[src/rtl/uart_packet_sender_pkg.sv]
// uart_packet_sender_pkg
// Shared UART framing constants and the transmitter FSM state type.
// Imported by uart_packet_sender and its testbench.
`timescale 1ns/1ps

package uart_packet_sender_pkg;

    // 8N1 line levels and frame geometry
    localparam logic START_BIT  = 1'b0;
    localparam logic STOP_BIT   = 1'b1;
    localparam int   DATA_BITS  = 8;
    localparam int   FRAME_BITS = 10;

    typedef enum logic [1:0] {
        IDLE,
        START,
        DATA,
        STOP
    } tx_state_t;

endpackage

[src/rtl/uart_packet_sender.sv]
// uart_packet_sender
// Serialises a PACKET_SIZE-byte packet onto an 8N1 UART line, most
// significant byte first, each byte LSB first. A one-cycle enable in IDLE
// snapshots the packet and starts the start bit on the same clock edge.
//
// Ports:
//   clk     - system clock, all logic on rising edge
//   rst_n   - asynchronous active-low reset
//   packet  - packet data, byte 0 (sent first) in the top 8 bits
//   enable  - start request, ignored while a packet is in flight
//   txd     - registered UART TX line, idle high
//   busy    - high for exactly PACKET_SIZE*10*CLKS_PER_BIT cycles per packet
`timescale 1ns/1ps

module uart_packet_sender
    import uart_packet_sender_pkg::*;
#(
    parameter int PACKET_SIZE  = 16'd15,
    parameter int CLKS_PER_BIT = 104
) (
    input  logic                     clk,
    input  logic                     rst_n,
    input  logic [8*PACKET_SIZE-1:0] packet,
    input  logic                     enable,
    output logic                     txd,
    output logic                     busy
);

    localparam int CW = (CLKS_PER_BIT > 1) ? $clog2(CLKS_PER_BIT) : 1;
    localparam int BW = (PACKET_SIZE > 0) ? $clog2(PACKET_SIZE + 1) : 1;

    localparam logic [CW-1:0] LAST_CLK  = CW'(CLKS_PER_BIT - 1);
    localparam logic [BW-1:0] LAST_BYTE = BW'(PACKET_SIZE - 1);
    localparam logic [2:0]    LAST_BIT  = 3'(DATA_BITS - 1);

    tx_state_t state;
    tx_state_t next_state;

    logic [CW-1:0]              clk_cnt;
    logic [2:0]                 bit_idx;
    logic [BW-1:0]              byte_idx;
    logic [8*PACKET_SIZE-1:0]   shreg;

    logic [7:0] cur_byte;
    logic       period_done;
    logic [2:0] next_bit_idx;
    logic       txd_d;
    logic       busy_d;

    // The byte on the wire is always the top byte of the snapshot; the
    // snapshot shifts up by one byte at the end of each stop bit.
    assign cur_byte    = shreg[8*PACKET_SIZE-1 -: 8];
    assign period_done = (clk_cnt == LAST_CLK);

    // State register
    always_ff @(posedge clk or negedge rst_n) begin
        if (!rst_n) begin
            state <= IDLE;
        end else begin
            state <= next_state;
        end
    end

    // Next-state logic
    always_comb begin
        next_state = state;
        case (state)
            IDLE:  if (enable) next_state = START;
            START: if (period_done) next_state = DATA;
            DATA:  if (period_done && (bit_idx == LAST_BIT)) next_state = STOP;
            STOP: begin
                if (period_done) begin
                    next_state = (byte_idx == LAST_BYTE) ? IDLE : START;
                end
            end
            default: next_state = IDLE;
        endcase
    end

    // Output logic: computes the line level for the coming cycle so that
    // txd and busy can be registered yet still change on the same edge as
    // the state (start bit visible from the edge that samples enable).
    always_comb begin
        next_bit_idx = bit_idx;
        if ((state == DATA) && period_done) begin
            next_bit_idx = bit_idx + 3'd1;
        end

        txd_d  = STOP_BIT;
        busy_d = 1'b1;
        case (next_state)
            IDLE: begin
                txd_d  = STOP_BIT;
                busy_d = 1'b0;
            end
            START:   txd_d = START_BIT;
            DATA:    txd_d = cur_byte[next_bit_idx];
            STOP:    txd_d = STOP_BIT;
            default: begin
                txd_d  = STOP_BIT;
                busy_d = 1'b0;
            end
        endcase
    end

    // Datapath: bit-period counter, bit/byte indices, packet snapshot and
    // the registered outputs.
    always_ff @(posedge clk or negedge rst_n) begin
        if (!rst_n) begin
            clk_cnt  <= '0;
            bit_idx  <= '0;
            byte_idx <= '0;
            shreg    <= '0;
            txd      <= STOP_BIT;
            busy     <= 1'b0;
        end else begin
            txd  <= txd_d;
            busy <= busy_d;
            case (state)
                IDLE: begin
                    if (enable) begin
                        shreg    <= packet;
                        clk_cnt  <= '0;
                        bit_idx  <= '0;
                        byte_idx <= '0;
                    end
                end
                START: begin
                    clk_cnt <= period_done ? '0 : clk_cnt + 1'b1;
                end
                DATA: begin
                    clk_cnt <= period_done ? '0 : clk_cnt + 1'b1;
                    if (period_done) begin
                        bit_idx <= bit_idx + 3'd1;
                    end
                end
                STOP: begin
                    clk_cnt <= period_done ? '0 : clk_cnt + 1'b1;
                    if (period_done) begin
                        bit_idx <= '0;
                        // Index saturates on the last byte; it is cleared
                        // again when the next packet is latched.
                        if (byte_idx != LAST_BYTE) begin
                            byte_idx <= byte_idx + 1'b1;
                            shreg    <= shreg << 8;
                        end
                    end
                end
                default: begin
                    clk_cnt <= '0;
                end
            endcase
        end
    end

endmodule

[config.mk]
export PLATFORM = sky130hd
export DESIGN_NAME = uart_packet_sender
export DESIGN_NICKNAME = d
export VERILOG_FILES = /design/src/rtl/uart_packet_sender_pkg.sv /design/src/rtl/uart_packet_sender.sv
export SDC_FILE = /design/constraint.sdc
export NUM_CORES = 1
export LEC_CHECK = 0
export CAP_MARGIN = 30
export CORE_UTILIZATION = 40
export CTS_BUF_LIST = sky130_fd_sc_hd__clkbuf_4
export DETAILED_ROUTE_END_ITERATION = 10
export GPL_ROUTABILITY_DRIVEN = 0
export PLACE_DENSITY = 0.65
export SETUP_SLACK_MARGIN = 0.4
export SYNTH_ARGS = -nofsm -noshare
export SYNTH_HDL_FRONTEND = slang
export SYNTH_SLANG_ARGS = --single-unit
export TNS_END_PERCENT = 30
[constraint.sdc]
create_clock -name clk -period 6.3 [get_ports clk]
set_input_delay 1.26 -clock clk [delete_from_list [all_inputs] [get_ports clk]]
set_output_delay 1.26 -clock clk [all_outputs]
set_load 0.01 [all_outputs]
# Word level (Yosys, flattened, before mapping)
# Index checks and enable logic that the tools add are counted.
# totals
reg_bits,138
input_bits,123
word_cells,61
# classes
addsub,3
magnitude_cmp,1
eq_ne,14
mux,26
n_reduce_logical,10
# ops
op,count
120-bit two-way mux,3
120-bit one-hot mux with 2 select lines,1
7-bit two-way mux,2
7-bit one-hot mux with 2 select lines,1
3-bit two-way mux,4
4-bit two-way mux,3
3-bit one-hot mux with 3 select lines,1
"2-bit == test, second input constant",4
2-bit two-way mux,4
"2-bit != test, second input constant",4
2-bit one-hot mux with 4 select lines,1
4-bit one-hot mux with 2 select lines,1
4-bit AND reduction,2
"7-bit by 1-bit adder with 7-bit output, second input constant",1
"7-bit == test, second input constant",1
"4-bit by 1-bit adder with 4-bit output, second input constant",1
"2-bit by 1-bit == test with 1-bit output, second input constant",2
"4-bit == test, second input constant",1
2-bit zero test,2
"3-bit by 4-bit < comparator with 1-bit output, second input constant",1
"4-bit != test, second input constant",1
"3-bit by 1-bit adder with 3-bit output, second input constant",1
1-bit binary-select mux with 3-bit select,1
"3-bit == test, second input constant",1
7 further kinds,10

# Depth between registers and ports, before layout
# depth
depth_word,7
ltp_mapped,10

# Least setup slack after synthesis
# OpenSTA, ideal clock, no wires.
# synth_timing
path_type,input -> register
startpoint,input enable
endpoint,register txd
setup_time_ps,96
arrival_ps,2236
path_slack_ps,3968
stages,6
n_path_buf,0
path_cell_list,a211oi_1 > a31o_2 > inv_1 > ha_1 > nand2b_1 > o32ai_1
# synth_via
elab_chain_len,5
# synth_lines
element,line_no,source
from (decl),uart_packet_sender.sv:24,"input logic enable,"
2-bit two-way mux (*),uart_packet_sender.sv:68,IDLE: if (enable) next_state = START;
2-bit one-hot mux with 4 select lines (*),uart_packet_sender.sv:67,case (state)
net next_state[0],uart_packet_sender.sv:37,tx_state_t next_state;
2-bit == test or 2-bit zero test (tied branches),uart_packet_sender.sv:91,case (next_state)
2-bit OR reduction (no source line),-,
1-bit one-hot mux with 3 select lines (*),uart_packet_sender.sv:91,
net txd_d,uart_packet_sender.sv:47,logic txd_d;
to (signal assigned),uart_packet_sender.sv:117,txd <= txd_d;
to (decl),uart_packet_sender.sv:25,"output logic txd,"
# Mark *: on every way through the listed nets, which the timed path passes. The rest lies on a longest branch.
# A chain may end at the register's enable or synchronous reset.

# Final worst setup path
# layout_timing
startpoint,input enable
endpoint,register shreg[59]
# layout_via
elab_chain_len,2
# layout_lines
element,line_no,source
2-bit != test (no source line),-,
4-bit AND reduction (no source line),-,
to (signal assigned),uart_packet_sender.sv:122,shreg <= packet;
to (signal assigned),uart_packet_sender.sv:145,shreg <= shreg << 8;
to (decl),uart_packet_sender.sv:42,logic [8*PACKET_SIZE-1:0] shreg;
# No other way between the ends.

==> summary.md <==
| Metric | Value |
|---|---|
| Hold_buf cts | `0` |
| Psw | `1070 µW` |
| Max_cap viols | `0` |
| IO Count | `125` |
| Final setup fails | `0` |
| Leakage | `0.00412 µW` |
| Yosys warnings | `0` |
| Mapped Nets | `764` |
| P&R area growth vs syn | `25.3%` |
| ANT nets after route | `0` |
| Pin slew with the least headroom to its limit | `0.973 ns` |
| Tmin final | `2.91 ns` |
| Later-pin clock latency in the skew report | `0.53 ns` |
| Reg2Reg Capture Point | `shreg[59]` |
| Yosys cell types | `43` |
| Pre-CTS setup slack | `2.89 ns` |
| Final core occ | `0.515` |
| DRC | `0` |
| Slew Viols, Final | `0` |
| Number of global-route vias before repair | `4877` |
| Critical Path Source Type | `primary input` |
| Worst Skew | `about 0.012 ns` |
| Critical path class | `primary input to flop` |
| CP bufs+invs | `2` |
| Max FO, Critical Path | `a little under 100` |
| Cell taking the most area after synthesis | `dfrtp_1` |
| Final period util | `0.462` |
| Total Wirelength | `about 14 mm` |
| Die span in y | `130 µm` |
| F_max | `344 MHz` |
| Logic pwr share | `0.331` |
| Detailed-placement wirelength estimate | `9.75 mm` |
| Switch share | `0.347` |
| Synth area leaders | `dfrtp_1 52%, mux2i_1 18%, o21ai_1 7.2%` |
| PwrDens | `376 mW/mm²` |
| Clock Path Buffers | `2` |
| First-pass GRT wire length | `23.6 mm` |
| Critical path launch point | `enable` |
| Gate Count Post-Synth | `633` |
| Vias per cell | `approximately 5` |
| Seq pwr share | `0.493` |
| Routed WL per cell | `14.8 µm` |
| Largest vdd supply drop | `0.176 mV` |
| CTS resizes | `0` |
| Most numerous cell in the Yosys netlist | `dfrtp_1` |
| Ant. Diodes | `0` |
| CP max stage delay | `between 0.7 and 0.8 ns` |
| Status | `finished, final reports clean` |
| Row count | `46` |
| CTS tree | `done` |
| Initial core utilization | `0.411` |
| Yosys top cell area share | `0.523` |
| CP required | `6.67 ns` |
| Synth async-reset ratio | `1.00` |
| Root buf cell | `clkbuf_4` |
| Crit end category | `flop` |
| Worst reg2reg startpoint | `state[0]` |
| Min Hold Slack | `just under 0.5 ns` |
| Filler cells | `1488` |
| Layout Nets | `870` |
| Global Route Usage Sum | `0.182` |
| Num CTS Buffers | `17` |
| Crit-path cells | `clkdlybuf4s50_1, and2_1, a21oi_4, buf_4, o21ai_1` |
| Reg2Reg Depth | `6` |
| CP delay by family, top | `buffers and inverters` |
| Largest net degree at the start of global routing | `between 100 and 150` |
| Die area | `around 0.017 mm²` |
| Synth cell count leaders | `137 x dfrtp_1, 120 x nand2_1, 117 x mux2i_1, 94 x o21ai_1, 33 x o21ai_0` |
| Register-to-register setup slack | `3.62 ns` |
| Depth of the CTS H-tree | `4` |
| Syn Area/Cell | `between 10 and 15 µm²` |
| CP max stage cell | `buf_4` |
| Slew headroom | `0.352` |
| WP depth | `5` |
| Netlist Area Pre-Place | `0.00655 mm²` |
| Crit path DAT | `3.28 ns` |
| Post-CTS Setup Repair Bufs | `0` |
| Die width | `130 µm` |
| Iter 0 DRT Violations | `284` |
| Setup crit end | `shreg[59]` |
| Ys flop type | `dfrtp_1` |
| Post-synth EDFFs | `0` |
| Total grt overflow | `0` |
| Core area | `0.0159 mm²` |
| Power share of the clock group | `0.176` |
| Final worst slack | `about 3.4 ns` |
| Initial antenna violation count | `0` |
| Port bufs | `124` |
| Sequential area share after synthesis | `0.527` |
| Worst hold path class | `flop to flop` |
| Endpoints failing hold | `0` |
| Setup_tns | `0 ns` |
| Clock-pin transition on the worst setup and hold timing paths | `0.10 ns` |
| Share of layout cells above drive strength 1 | `0.0586` |
| Synth Register Bits | `138` |
| Via Count | `4811` |
| # clock sinks | `138` |
| RSZ-0062 raised after global routing | `no` |
| Pint | `2020 µW` |
| DRT Pass-1 Iters | `4` |
[power groups by stage]
stage	clock, µW	combinational [µW]	sequential [µW]
after global placement	0	983	1530
after global routing	600	1160	1580
after detailed placement	0	1030	1540
after floorplan	0	804	1440
final	543	1020	1520
after CTS	566	1030	1520
[tightest hold or removal path, cell delays in order (launching register included)]
cell and delay [ns]:
dfrtp_1 0.36, nand2_1 0.04, o21ai_0 0.06
[worst min-delay path by stage]
stage,from,to,cells past startpoint
6_report,shreg[94],shreg[94],2
5_1_grt,shreg[91],shreg[91],2
4_1_cts,shreg[95],shreg[95],2
3_5_place_dp,shreg[95],shreg[95],2
3_3_place_gp,shreg[90],shreg[90],2
2_1_floorplan,shreg[101],shreg[101],2
[cell usage in the layout (no fill, tap or decap), types with 2 or more instances in the layout]
master and count:
bufinv_16 2, clkinv_2 3, dfrtp_1 137, a22o_1 8
buf_4 3, a22oi_1 3, nand2_1 119, ha_1 8
clkbuf_4 20, mux2i_1 117, and3_1 2, mux2_2 3
xor2_1 2, clkinvlp_4 2, clkinv_1 4, o211ai_1 2
o21ai_1 94, nand2b_1 5, inv_1 6, o21ai_0 33
o31ai_1 3, nor2_1 7, a221oi_1 2, clkdlybuf4s50_1 123
nand3_1 11, a21oi_1 6, nor2b_1 4
[layout make-up]
class,count,area (µm²),share of cell area
Sequential cell,138,3450,0.421
Inverter,7,26.3,0.00320
Tap cell,216,270,0.0329
Multi-Input combinational cell,446,2890,0.352
Timing Repair Buffer,129,1310,0.160
Clock inverter,11,105,0.0128
Clock buffer,20,150,0.0183
[metal layers]
layer  share of wire  track usage  up-vias  wire length (µm)
met2            0.46        0.286      102              6550
met4          0.0074       0.0534        0               106
li1                -            -     2422                 -
met3           0.062       0.0636        9               885
met5               0            0        -                 0
met1            0.47        0.238     2278              6790
[flip-flops by register name (all words and copies together), names as in the netlist]
signal,flops
clk_cnt,7
busy,1
txd,1
bit_idx,3
shreg,120
byte_idx,4
state,2
[cells by family (layout without fill, tap and decap cells)]
kind of cell / count (synthesis) / in the layout / synth area share
simple gates: 158 / 158 / 0.104
compound gates: 157 / 157 / 0.133
flops: 138 / 138 / 0.527
mux: 120 / 120 / 0.184
buf+inv: 49 / 167 / 0.0328
fa+ha+maj: 8 / 8 / 0.0153
xor+xnor: 3 / 3 / 0.00401
[per-stage QoR]
step                      power [µW]  area, µm²  std cells
after global routing            3340       8210        967
final                           3090       8210        967
after CTS                       3120       8180        966
after floorplan                 2250       6550        633
after global placement          2510       7930        935
after detailed placement        2570       7930        935
Note: power is estimated with default switching activity, not from simulation.
